$ cat config.mk
export PLATFORM = sky130hd
export DESIGN_NAME = deserializer
export DESIGN_NICKNAME = d
export VERILOG_FILES = /design/src/rtl/deser_pkg.sv /design/src/rtl/deserializer.sv
export SDC_FILE = /design/constraint.sdc
export NUM_CORES = 1
export LEC_CHECK = 0
export ABC_AREA = 1
export BUFFER_PORTS_ARGS = -buffer_cell sky130_fd_sc_hd__buf_2
export CAP_MARGIN = 20
export CORE_MARGIN = 2
export CORE_UTILIZATION = 38
export CTS_CLUSTER_DIAMETER = 50
export DETAILED_ROUTE_END_ITERATION = 10
export GPL_ROUTABILITY_DRIVEN = 0
export SKIP_CTS_REPAIR_TIMING = 1
export SYNTH_ARGS = -nofsm -noshare
export SYNTH_HDL_FRONTEND = slang
export SYNTH_SLANG_ARGS = --single-unit
export TNS_END_PERCENT = 20
$ cat constraint.sdc
create_clock -name clk_i -period 1.71 [get_ports clk_i]
set_input_delay 0.171 -clock clk_i [delete_from_list [all_inputs] [get_ports clk_i]]
set_output_delay 0.171 -clock clk_i [all_outputs]
set_load 0.01 [all_outputs]
$ cat src/rtl/deser_pkg.sv
// Shared types for the serial-to-parallel receive path.
// The mod field convention matches the serializer: zero stands for full width.
package deser_pkg;

    typedef enum logic {
        IDLE    = 1'b0,
        COLLECT = 1'b1
    } state_t;

    // Encoding of the valid-bit count for a completely filled word.
    localparam int MOD_FULL = 0;

endpackage

$ cat src/rtl/deserializer.sv
// MSB-first serial stream to parallel word rebuilder with last-strobe support.
// Optional idle flush of partial words when DESER_TIMEOUT_EN is defined.
module deserializer
    import deser_pkg::*;
#(
    parameter int WIDTH   = 16,
    parameter int MOD_W   = $clog2(WIDTH),
    parameter int TIMEOUT = 8
) (
    input  logic             clk_i,
    input  logic             arst_n_i,
    input  logic             ser_data_i,
    input  logic             ser_data_val_i,
    input  logic             ser_last_i,
    output logic [WIDTH-1:0] deser_data_o,
    output logic [MOD_W-1:0] deser_data_mod_o,
    output logic             deser_data_val_o,
    output logic             busy_o
);

    generate
        if (WIDTH < 4 || (WIDTH & (WIDTH - 1)) != 0 || TIMEOUT < 1) begin : g_bad_param
            $error("deserializer: WIDTH must be a power of two >= 4, TIMEOUT >= 1");
        end
    endgenerate

    state_t             state;
    logic [MOD_W:0]     count;
    logic [WIDTH-1:0]   shreg;

    logic [MOD_W-1:0]   pos;
    logic [MOD_W:0]     count_nxt;
    logic [WIDTH-1:0]   shreg_nxt;
    logic               full;
    logic               done;
    logic [MOD_W-1:0]   mod_enc;

    // For a power-of-two WIDTH, WIDTH-1-count is the bitwise inverse of count.
    always_comb begin
        pos            = ~count[MOD_W-1:0];
        shreg_nxt      = shreg;
        shreg_nxt[pos] = ser_data_i;
        count_nxt      = count + 1'b1;
        full           = count_nxt[MOD_W];
        done           = full || ser_last_i;
        mod_enc        = full ? MOD_W'(MOD_FULL) : count_nxt[MOD_W-1:0];
    end

`ifdef DESER_TIMEOUT_EN
    localparam int IDLE_W = $clog2(TIMEOUT + 1);
    logic [IDLE_W-1:0] idle_cnt;
`endif

    always_ff @(posedge clk_i or negedge arst_n_i) begin
        if (!arst_n_i) begin
            state            <= IDLE;
            count            <= '0;
            shreg            <= '0;
            deser_data_o     <= '0;
            deser_data_mod_o <= '0;
            deser_data_val_o <= 1'b0;
`ifdef DESER_TIMEOUT_EN
            idle_cnt         <= '0;
`endif
        end else begin
            deser_data_val_o <= 1'b0;
            if (ser_data_val_i) begin
`ifdef DESER_TIMEOUT_EN
                idle_cnt <= '0;
`endif
                if (done) begin
                    deser_data_o     <= shreg_nxt;
                    deser_data_mod_o <= mod_enc;
                    deser_data_val_o <= 1'b1;
                    state            <= IDLE;
                    count            <= '0;
                    shreg            <= '0;
                end else begin
                    state <= COLLECT;
                    count <= count_nxt;
                    shreg <= shreg_nxt;
                end
            end
`ifdef DESER_TIMEOUT_EN
            else if (state == COLLECT) begin
                if (idle_cnt == IDLE_W'(TIMEOUT - 1)) begin
                    // Partial word: count is below WIDTH, so it is the mod as-is.
                    deser_data_o     <= shreg;
                    deser_data_mod_o <= count[MOD_W-1:0];
                    deser_data_val_o <= 1'b1;
                    state            <= IDLE;
                    count            <= '0;
                    shreg            <= '0;
                    idle_cnt         <= '0;
                end else begin
                    idle_cnt <= idle_cnt + 1'b1;
                end
            end
`endif
        end
    end

    assign busy_o = (state == COLLECT);

endmodule

==> summary.md, run 1 <==
| Metric | Value |
|---|---|
| Worst skew pair latency | around 300 ps |
| Pwr per Cell Area | roughly 830 nW/um2 |
| Final Cycle Share | 0.896 |
| Critical Path AT | about 1800 ps |
| VDD IR-drop max | about 320 uV |
| First drt pass iteration count | 4 |
| Register-to-Register Path Depth | 6 |
| Origin of the critical flop-to-flop path | count[3] |
| FF-to-FF End | busy_o |
| Num ports | 27 |
| Die area | roughly 6500 um2 |
| Synth top area cells | dfrtp_1 48%, nand2_1 20%, nand4_1 11% |
| Crit path max-delay family | simple AND/OR/NAND/NOR gates |
| Nets | ~320 |
| Cells after DPL | around 370 |
| Hold endpoint | deser_data_mod_o[3] |
| Cell internal pwr | between 1000 and 1500 uW |
| Synth cell types | 17 |
| Crit path max fanout | 21 |
| FP Rows | 27 |
| Psw | 619 uW |
| Wire length per cell | roughly 14 um |
| Slew margin rel. | 0.555 |
| RSZ-0062 raised after global routing | false |
| Overflow after GRT | 0 |
| Least-Margin Pin Slew | about 670 ps |
| HP Class | in2reg |
| Top achievable clock speed | ~650 MHz |
| Total CTS buffers | 5 |
| Core box area | approximately 5600 um2 |
| Initial antenna violation count | 0 |
| CP Class | reg2reg |
| Status | finished clean |
| Clock power frac | 0.313 |
| Synth top area share | 0.483 |
| Initial Utilization | 0.400 |
| Req. time, crit path | approximately 2000 ps |
| CTS clk-pin slew, worst paths | ~90 ps |
| P_leak | between 0.001 and 0.0015 uW |
| CTS tree | yes |
| Part of the power in registers | 0.528 |
| Antenna-violating nets left | 0 |
| R2R setup slack | between 150 and 200 ps |
| Mapped Area | 2230 um2 |
| Synthesized area per cell | about 8 um2 |
| Slew Viols, Final | 0 |
| First-pass GRT wire length | approximately 8900 um |
| Ant. Diodes | 0 |
| Mapped Cells | 280 |
| Htree depth | 2 |
| Iteration-0 DRC Markers | 64 |
| Max_cap viols | 0 |
| Setup-failing EPs final | 0 |
| Vias in the first global route | about 1800 |
| Final wirelength | 5130 um |
| Slowest stage delay, CP | around 600 ps |
| Switching share of power | 0.298 |
| CP startpoint kind | register |
| Overall routing resource usage | 0.179 |
| Hold depth | 3 |
| Syn_nets | ~290 |
| Largest net degree at the start of global routing | 24 |
| Die Y | about 81 um |
| Port-buffer cells | 26 |
| DRC viols | 0 |
| Clock tree buffer depth | 2 |
| CTS Root Cell | clkbuf_8 |
| Most frequent cells in the layout | 121 x nand2_1, 43 x dfrtp_1, 38 x nand4_1, 32 x nand3_1, 26 x buf_2 |
| Setup Skew | ~6.5 ps |
| Non-Filler Instances | roughly 380 |
| Dominant cell type by area after synthesis | dfrtp_1 |
| Hold Crit Start | ser_last_i |
| Comb power frac | 0.159 |
| Vias | 1929 |
| Die width | roughly 81 um |
| Worst path buffer plus inverter count | 1 |
| Commonest non-fill, non-tap cell in the layout | nand2_1 |
| Synth Warn # | 0 |
| Synth-to-Final Area Change | 13.1% |
| #FFs+latches synth | 43 |
| Hold Fails Final Rpt | 0 |
| Seq/Total Area, Yosys | 0.483 |
| Crit path max-delay cell type | dfrtp_1 |
| Setup TNS | 0 ps |
| TritonCTS sink count | 43 |
| Share of cells above drive strength 1 | 0.160 |
| Vias/cell | between 5 and 6 |
| CP cell instances | nand3_2, nand2_1, nand3_4, nand2_2, inv_1, nor2_1 |
| Placed wire-length estimate | ~3500 um |
| Tmin final | about 1500 ps |
| Worst Setup End Kind | register |
==> power groups by stage <==
stage | sequential (uW) | combinational, uW | clock, uW
6_report | 1100 | 331 | 651
5_1_grt | 1110 | 377 | 725
4_1_cts | 1100 | 334 | 673
3_5_place_dp | 1120 | 334 | 0
3_3_place_gp | 1120 | 328 | 0
2_1_floorplan | 1140 | 190 | 0
==> kinds of logic after synthesis <==
kind of cell | count (synthesis) | synth area share
simple gates | 199 | 0.406
flops | 43 | 0.483
buf+inv | 29 | 0.0662
fa+ha+maj | 7 | 0.0393
compound gates | 1 | 0.00224
xor+xnor | 1 | 0.00393
==> Yosys cell counts (all sizes together) <==
master / n
nor2: 5
ha: 7
nand3: 34
nand4: 38
xor2: 1
inv: 8
nand2: 122
buf: 15
dfrtp: 43
clkbuf: 6
o21ai: 1
==> how the worst max path moves through the flow <==
stage	from	to	slack, ps	cells after the start
floorplan	count[0]	deser_data_mod_o[3]	230	8
global placement	count[3]	busy_o	220	6
detailed placement	count[3]	busy_o	170	6
CTS	count[3]	busy_o	140	6
global route	count[3]	busy_o	2	6
finish	count[3]	busy_o	180	6
==> layer usage <==
layer	wire length, um	track usage
met3	201	0.0337
met4	95	0.0661
met2	2340	0.280
met1	2500	0.246
met5	0	0
==> worst min-delay path: stages <==
cell and delay, ps:
buf_2 120, nand4_1 90, nand2_1 50
==> layout make-up <==
cell class | count | area [um2]
clock buffers | 5 | 68.8
multi-input cells | 208 | 1010
repair buffers | 39 | 230
clock inverters | 3 | 20.0
well taps | 72 | 90.1
fillers | 582 | 3050
flip-flops and latches | 43 | 1080
inverters | 8 | 30.0
==> per-stage QoR <==
stage	utilization	worst slack [ps]	hold WS, ps	cell area (um2)	total power, uW
floorplan	-	233	-125	2230	1330
global placement	0.435	222	46.6	2420	1450
detailed placement	0.435	168	52.3	2420	1450
CTS	0.451	137	-280	2510	2110
global route	0.452	1.88	180	2520	2210
finish	0.452	178	159	2520	2080
==> flip-flops by register name, indices dropped and copies added, names as in the netlist <==
register,count
busy_o,1
count,5
deser_data_mod_o,4
deser_data_o,16
deser_data_val_o,1
shreg,16
(Power assumes the default switching activity.)
==> inputs of run 2 (changes only) <==
--- a/config.mk
+++ b/config.mk
@@ -9,7 +9,7 @@
 export BUFFER_PORTS_ARGS = -buffer_cell sky130_fd_sc_hd__buf_2
 export CAP_MARGIN = 20
 export CORE_MARGIN = 2
-export CORE_UTILIZATION = 38
+export CORE_UTILIZATION = 33
 export CTS_CLUSTER_DIAMETER = 50
 export DETAILED_ROUTE_END_ITERATION = 10
 export GPL_ROUTABILITY_DRIVEN = 0
==> run 2 against run 1 <==
- non-clock buffer count increased by 1
- sequential power about the same
- die area increased by 14%
- maximum frequency decreased by 2.9%
- final cell count increased by 1.6%
- count of clock-buffer cells in the layout increased by 2
- design area increased by 1.5%
- sequential share of layout area decreased by 0.63 points
- flip-flop and latch count unchanged
- critical path depth increased by 1
- power increased by 2.3%
- combinational power about the same
==> summary.md, run 2 (synthesized netlist as in run 1, its figures left out) <==
| Metric | Value |
|---|---|
| Worst path buffer plus inverter count | 2 |
| Final wirelength | roughly 5300 um |
| Worst Setup End Kind | register |
| Least-Margin Pin Slew | slightly below 700 ps |
| Antenna-violating nets left | 0 |
| Vias/cell | 5.13 |
| Register-to-Register Path Depth | 7 |
| Crit path max-delay family | flip-flops |
| Slew Viols, Final | 0 |
| First drt pass iteration count | 4 |
| Vias in the first global route | approximately 1800 |
| Total CTS buffers | 5 |
| Setup TNS | 0 ps |
| Port-buffer cells | 26 |
| Hold depth | 3 |
| R2R setup slack | around 130 ps |
| CTS tree | yes |
| Tmin final | between 1500 and 2000 ps |
| Nets | roughly 320 |
| Clock tree buffer depth | 2 |
| Slew margin rel. | 0.547 |
| Iteration-0 DRC Markers | 123 |
| Hold Fails Final Rpt | 0 |
| P_leak | ~0.0014 uW |
| Hold endpoint | deser_data_mod_o[3] |
| Die area | approximately 7400 um2 |
| Most frequent cells in the layout | 121 x nand2_1, 43 x dfrtp_1, 38 x nand4_1, 32 x nand3_1, 26 x buf_2 |
| Origin of the critical flop-to-flop path | count[1] |
| Ant. Diodes | 0 |
| Overflow after GRT | 0 |
| First-pass GRT wire length | between 8000 and 9000 um |
| Die Y | roughly 86 um |
| Worst skew pair latency | 300 ps |
| CP Class | reg2reg |
| Die width | around 86 um |
| Share of cells above drive strength 1 | 0.160 |
| Setup-failing EPs final | 0 |
| Largest net degree at the start of global routing | 27 |
| Placed wire-length estimate | roughly 3600 um |
| Req. time, crit path | between 1500 and 2000 ps |
| Pwr per Cell Area | around 830 nW/um2 |
| Vias | approximately 2000 |
| Initial Utilization | 0.345 |
| CTS clk-pin slew, worst paths | 80 ps |
| Regs by FF count | deser_data_o (16), shreg (16), count (5) |
| Critical Path AT | approximately 1800 ps |
| Initial antenna violation count | 0 |
| Num ports | 27 |
| DRC viols | 0 |
| FF-to-FF End | deser_data_mod_o[1] |
| Core box area | between 6000 and 7000 um2 |
| Top achievable clock speed | roughly 630 MHz |
| Pwr Total | roughly 2100 uW |
| HP Class | in2reg |
| Synth-to-Final Area Change | 14.8% |
| Overall routing resource usage | 0.150 |
| VDD IR-drop max | roughly 350 uV |
| Final Cycle Share | 0.923 |
| Htree depth | 2 |
| FP Rows | 29 |
| CP cell instances | ha_1, buf_4, nand4_1, nand2_1, buf_4, nand4_1, nand2_1 |
| CP startpoint kind | register |
| TritonCTS sink count | 43 |
| Crit path max-delay cell type | dfrtp_1 |
| Wire length per cell | approximately 14 um |
| Max_cap viols | 0 |
| Slowest stage delay, CP | approximately 470 ps |
| Commonest non-fill, non-tap cell in the layout | nand2_1 |
| Crit path max fanout | 14 |
| CTS Root Cell | clkbuf_8 |
| Status | finished clean |
| RSZ-0062 raised after global routing | false |
| Setup Skew | between 8 and 9 ps |
| Hold Crit Start | ser_last_i |
-- run 2: changes by cell type in the layout (fill, tap and decap cells not counted) --
cell	before	now
clkbuf_1	0	1
clkinv_4	0	1
nand2_4	0	1
clkbuf_8	5	6
clkinvlp_4	2	0
clkinv_2	1	0
nand2_2	1	0
buf_12	0	1
-- run 2: area by class of cell --
cell class | count | area (um2)
inverter | 8 | 30.0
tap | 77 | 96.3
clock buffer | 7 | 86.3
clock inverter | 1 | 8.76
multi-input combinational | 208 | 1010
sequential | 43 | 1080
timing repair buffer | 40 | 250
fill | 670 | 3900
-- run 2: power by group --
| group | internal [uW] | switching (uW) |
|---|---|---|
| clock network | 331 | 357 |
| logic | 111 | 223 |
| registers | 1070 | 37.2 |
| total | 1510 | 617 |
-- run 2: layer usage --
metal | GRT usage | share of wire | vias to the layer above
li1 | - | - | 982
met1 | 0.214 | 0.48 | 925
met2 | 0.233 | 0.45 | 53
met3 | 0.0267 | 0.048 | 8
met4 | 0.0497 | 0.018 | 0
met5 | 0 | 0 | -
-- run 2: stage by stage --
step	cells	setup WS, ps	cell area [um2]	util	hold WS (ps)
global placement	375	155	2450	0.379	188
floorplan	280	233	2230	-	-125
detailed placement	375	101	2450	0.379	183
CTS	383	76.9	2540	0.394	-139
global route	384	16.9	2560	0.396	180
finish	384	132	2560	0.396	172
-- run 2: worst max path at each step --
stage	cells after the start	slack, ps	startpoint	end
detailed placement	7	100	count[1]	busy_o
global route	7	20	count[1]	deser_data_mod_o[1]
finish	7	130	count[1]	deser_data_mod_o[1]
floorplan	8	230	count[0]	deser_data_mod_o[3]
global placement	7	150	count[1]	busy_o
CTS	7	80	count[1]	busy_o
-- run 2: worst min-delay path: stages --
cell and delay, ps:
buf_2 130, nand4_1 90, nand2_1 50
==> inputs of run 3 (changes only) <==
--- a/config.mk
+++ b/config.mk
@@ -8,11 +8,15 @@
 export ABC_AREA = 1
 export BUFFER_PORTS_ARGS = -buffer_cell sky130_fd_sc_hd__buf_2
 export CAP_MARGIN = 20
+export CELL_PAD_IN_SITES_DETAIL_PLACEMENT = 1
+export CELL_PAD_IN_SITES_GLOBAL_PLACEMENT = 1
 export CORE_MARGIN = 2
 export CORE_UTILIZATION = 33
 export CTS_CLUSTER_DIAMETER = 50
 export DETAILED_ROUTE_END_ITERATION = 10
 export GPL_ROUTABILITY_DRIVEN = 0
+export PLACE_DENSITY_LB_ADDON = 0.1
+export SETUP_SLACK_MARGIN = 0.3
 export SKIP_CTS_REPAIR_TIMING = 1
 export SYNTH_ARGS = -nofsm -noshare
 export SYNTH_HDL_FRONTEND = slang
==> run 3 against run 2 <==
- power fell by 0.25%
- first-iteration DRC count down 29%
- final cell count is 1.8% higher
- global-route usage rose by 2.2 points
- clock skew decreased by 3.9 ps
- combinational power rose by 12%
- non-clock buffer count is 7 higher
- register-to-register slack gained 160 ps
- setup slack better by 160 ps
- via count rose by 2.3%
- die area stayed put
- highest routed layer unchanged
==> summary.md, run 3 (synthesized netlist as in run 1, its figures left out) <==
| Metric | Value |
|---|---|
| CP dominant cell by count | nand4_1 |
| Initial Utilization | 0.345 |
| Nets | about 330 |
| Port-buffer cells | 26 |
| Hold Crit Start | ser_last_i |
| CTS clk-pin slew, worst paths | roughly 80 ps |
| Least-Margin Pin Slew | 708 ps |
| Filler instances | 800 |
| TritonCTS sink count | 43 |
| Register-to-Register Path Depth | 7 |
| Hold Fails Final Rpt | 0 |
| Die Y | 86.2 um |
| Crit path max-delay cell type | dfrtp_2 |
| Status | finished clean |
| DRC viols | 0 |
| Regs by FF count | deser_data_o (16), shreg (16), count (5) |
| Die width | between 80 and 90 um |
| Clock tree buffer depth | 2 |
| R2R setup slack | around 300 ps |
| VDD IR-drop max | approximately 320 uV |
| Antenna-violating nets left | 0 |
| Non-Filler Instances | between 300 and 400 |
| Num ports | 27 |
| Crit path max-delay family | flip-flops |
| Htree depth | 2 |
| Initial antenna violation count | 0 |
| Placed wire-length estimate | around 4200 um |
| Crit path max fanout | 7 |
| First drt pass iteration count | 4 |
| FF-to-FF End | count[1] |
| Max_cap viols | 0 |
| Share of cells above drive strength 1 | 0.210 |
| Critical Path AT | ~1600 ps |
| Tmin final | 1410 ps |
| RSZ-0062 raised after global routing | true |
| Largest net degree at the start of global routing | 25 |
| Overall routing resource usage | 0.173 |
| Total CTS buffers | 5 |
| CTS tree | yes |
| Pre-CTS setup slack | around 120 ps |
| Vias in the first global route | roughly 2000 |
| Overflow after GRT | 0 |
| Slew margin rel. | 0.527 |
| Wire length per cell | between 15 and 20 um |
| CP Class | reg2reg |
| Top achievable clock speed | 707 MHz |
| Slowest stage delay, CP | ~470 ps |
| Final wirelength | between 6000 and 7000 um |
| Vias | between 2000 and 2500 |
| CTS Root Cell | clkbuf_8 |
| CP cell instances | ha_4, buf_4, nand4_1, nand2_2, clkbuf_4, nand4_1, nand2_1 |
| Worst path buffer plus inverter count | 2 |
| Setup TNS | 0 ps |
| Setup-failing EPs final | 0 |
| Most frequent cells in the layout | 119 x nand2_1, 41 x dfrtp_1, 38 x nand4_1, 32 x nand3_1, 26 x buf_2 |
| Cells after DPL | 377 |
| Vias/cell | 5.15 |
| First-pass GRT wire length | 10100 um |
| HP Class | in2reg |
| Worst skew pair latency | approximately 300 ps |
| Iteration-0 DRC Markers | between 80 and 90 |
| Origin of the critical flop-to-flop path | count[1] |
| CP startpoint kind | register |
| FP Rows | 29 |
| Ant. Diodes | 0 |
| Hold depth | 3 |
| Core box area | ~6500 um2 |
| Setup Skew | between 4 and 5 ps |
| Final Cycle Share | 0.827 |
| Worst Setup End Kind | register |
| Req. time, crit path | 1900 ps |
| Commonest non-fill, non-tap cell in the layout | nand2_1 |
| Pwr per Cell Area | approximately 800 nW/um2 |
| Setup ws final | about 300 ps |
| Die area | 7430 um2 |
| Hold endpoint | deser_data_mod_o[3] |
| Synth-to-Final Area Change | 19.2% |
| Slew Viols, Final | 0 |
| P_leak | between 0.001 and 0.0015 uW |
[run 3: area by class of cell]
type	instances	area (um2)	area share
multi-input cells	208	1050	0.397
repair buffers	47	314	0.118
well taps	77	96.3	0.0362
flip-flops and latches	43	1080	0.406
clock inverters	2	12.5	0.00471
clock buffers	6	72.6	0.0273
inverters	8	30.0	0.0113
[run 3: how the worst max path moves through the flow]
stage	slack (ps)	start	depth (start not counted)	to
4_1_cts	100	count[1]	7	busy_o
6_report	300	count[1]	7	count[1]
3_5_place_dp	120	count[1]	7	busy_o
2_1_floorplan	280	count[1]	8	deser_data_mod_o[3]
3_3_place_gp	180	count[1]	7	busy_o
5_1_grt	220	count[1]	7	deser_data_o[14]
[run 3: per-layer routing]
metal	share of wire	GRT usage	wire length, um
met1	0.49	0.233	2980
met2	0.45	0.284	2740
met3	0.033	0.0305	200
met4	0.019	0.0526	112
met5	0	0	0
[run 3: metrics by stage]
stage / cell area, um2 / hold WS (ps) / total power (uW) / util
final: 2660 / 173 / 2120 / 0.412
after global placement: 2470 / 183 / 1470 / 0.383
after global routing: 2660 / 179 / 2240 / 0.412
after CTS: 2560 / -136 / 2130 / 0.396
after floorplan: 2240 / -125 / 1330 / -
after detailed placement: 2470 / 190 / 1470 / 0.383
[run 3: worst register-to-register path, stage by stage (launching register included)]
cell,delay (ps)
dfrtp_2,470
ha_4,200
buf_4,160
nand4_1,80
nand2_2,90
clkbuf_4,180
nand4_1,80
nand2_1,50
[run 3: where the power goes]
part / internal, uW / leakage [uW] / switching [uW] / total [uW]
clock network: 286 / 0.0000412 / 351 / 637
registers: 1070 / 0.000585 / 41.8 / 1110
logic: 136 / 0.000835 / 238 / 374
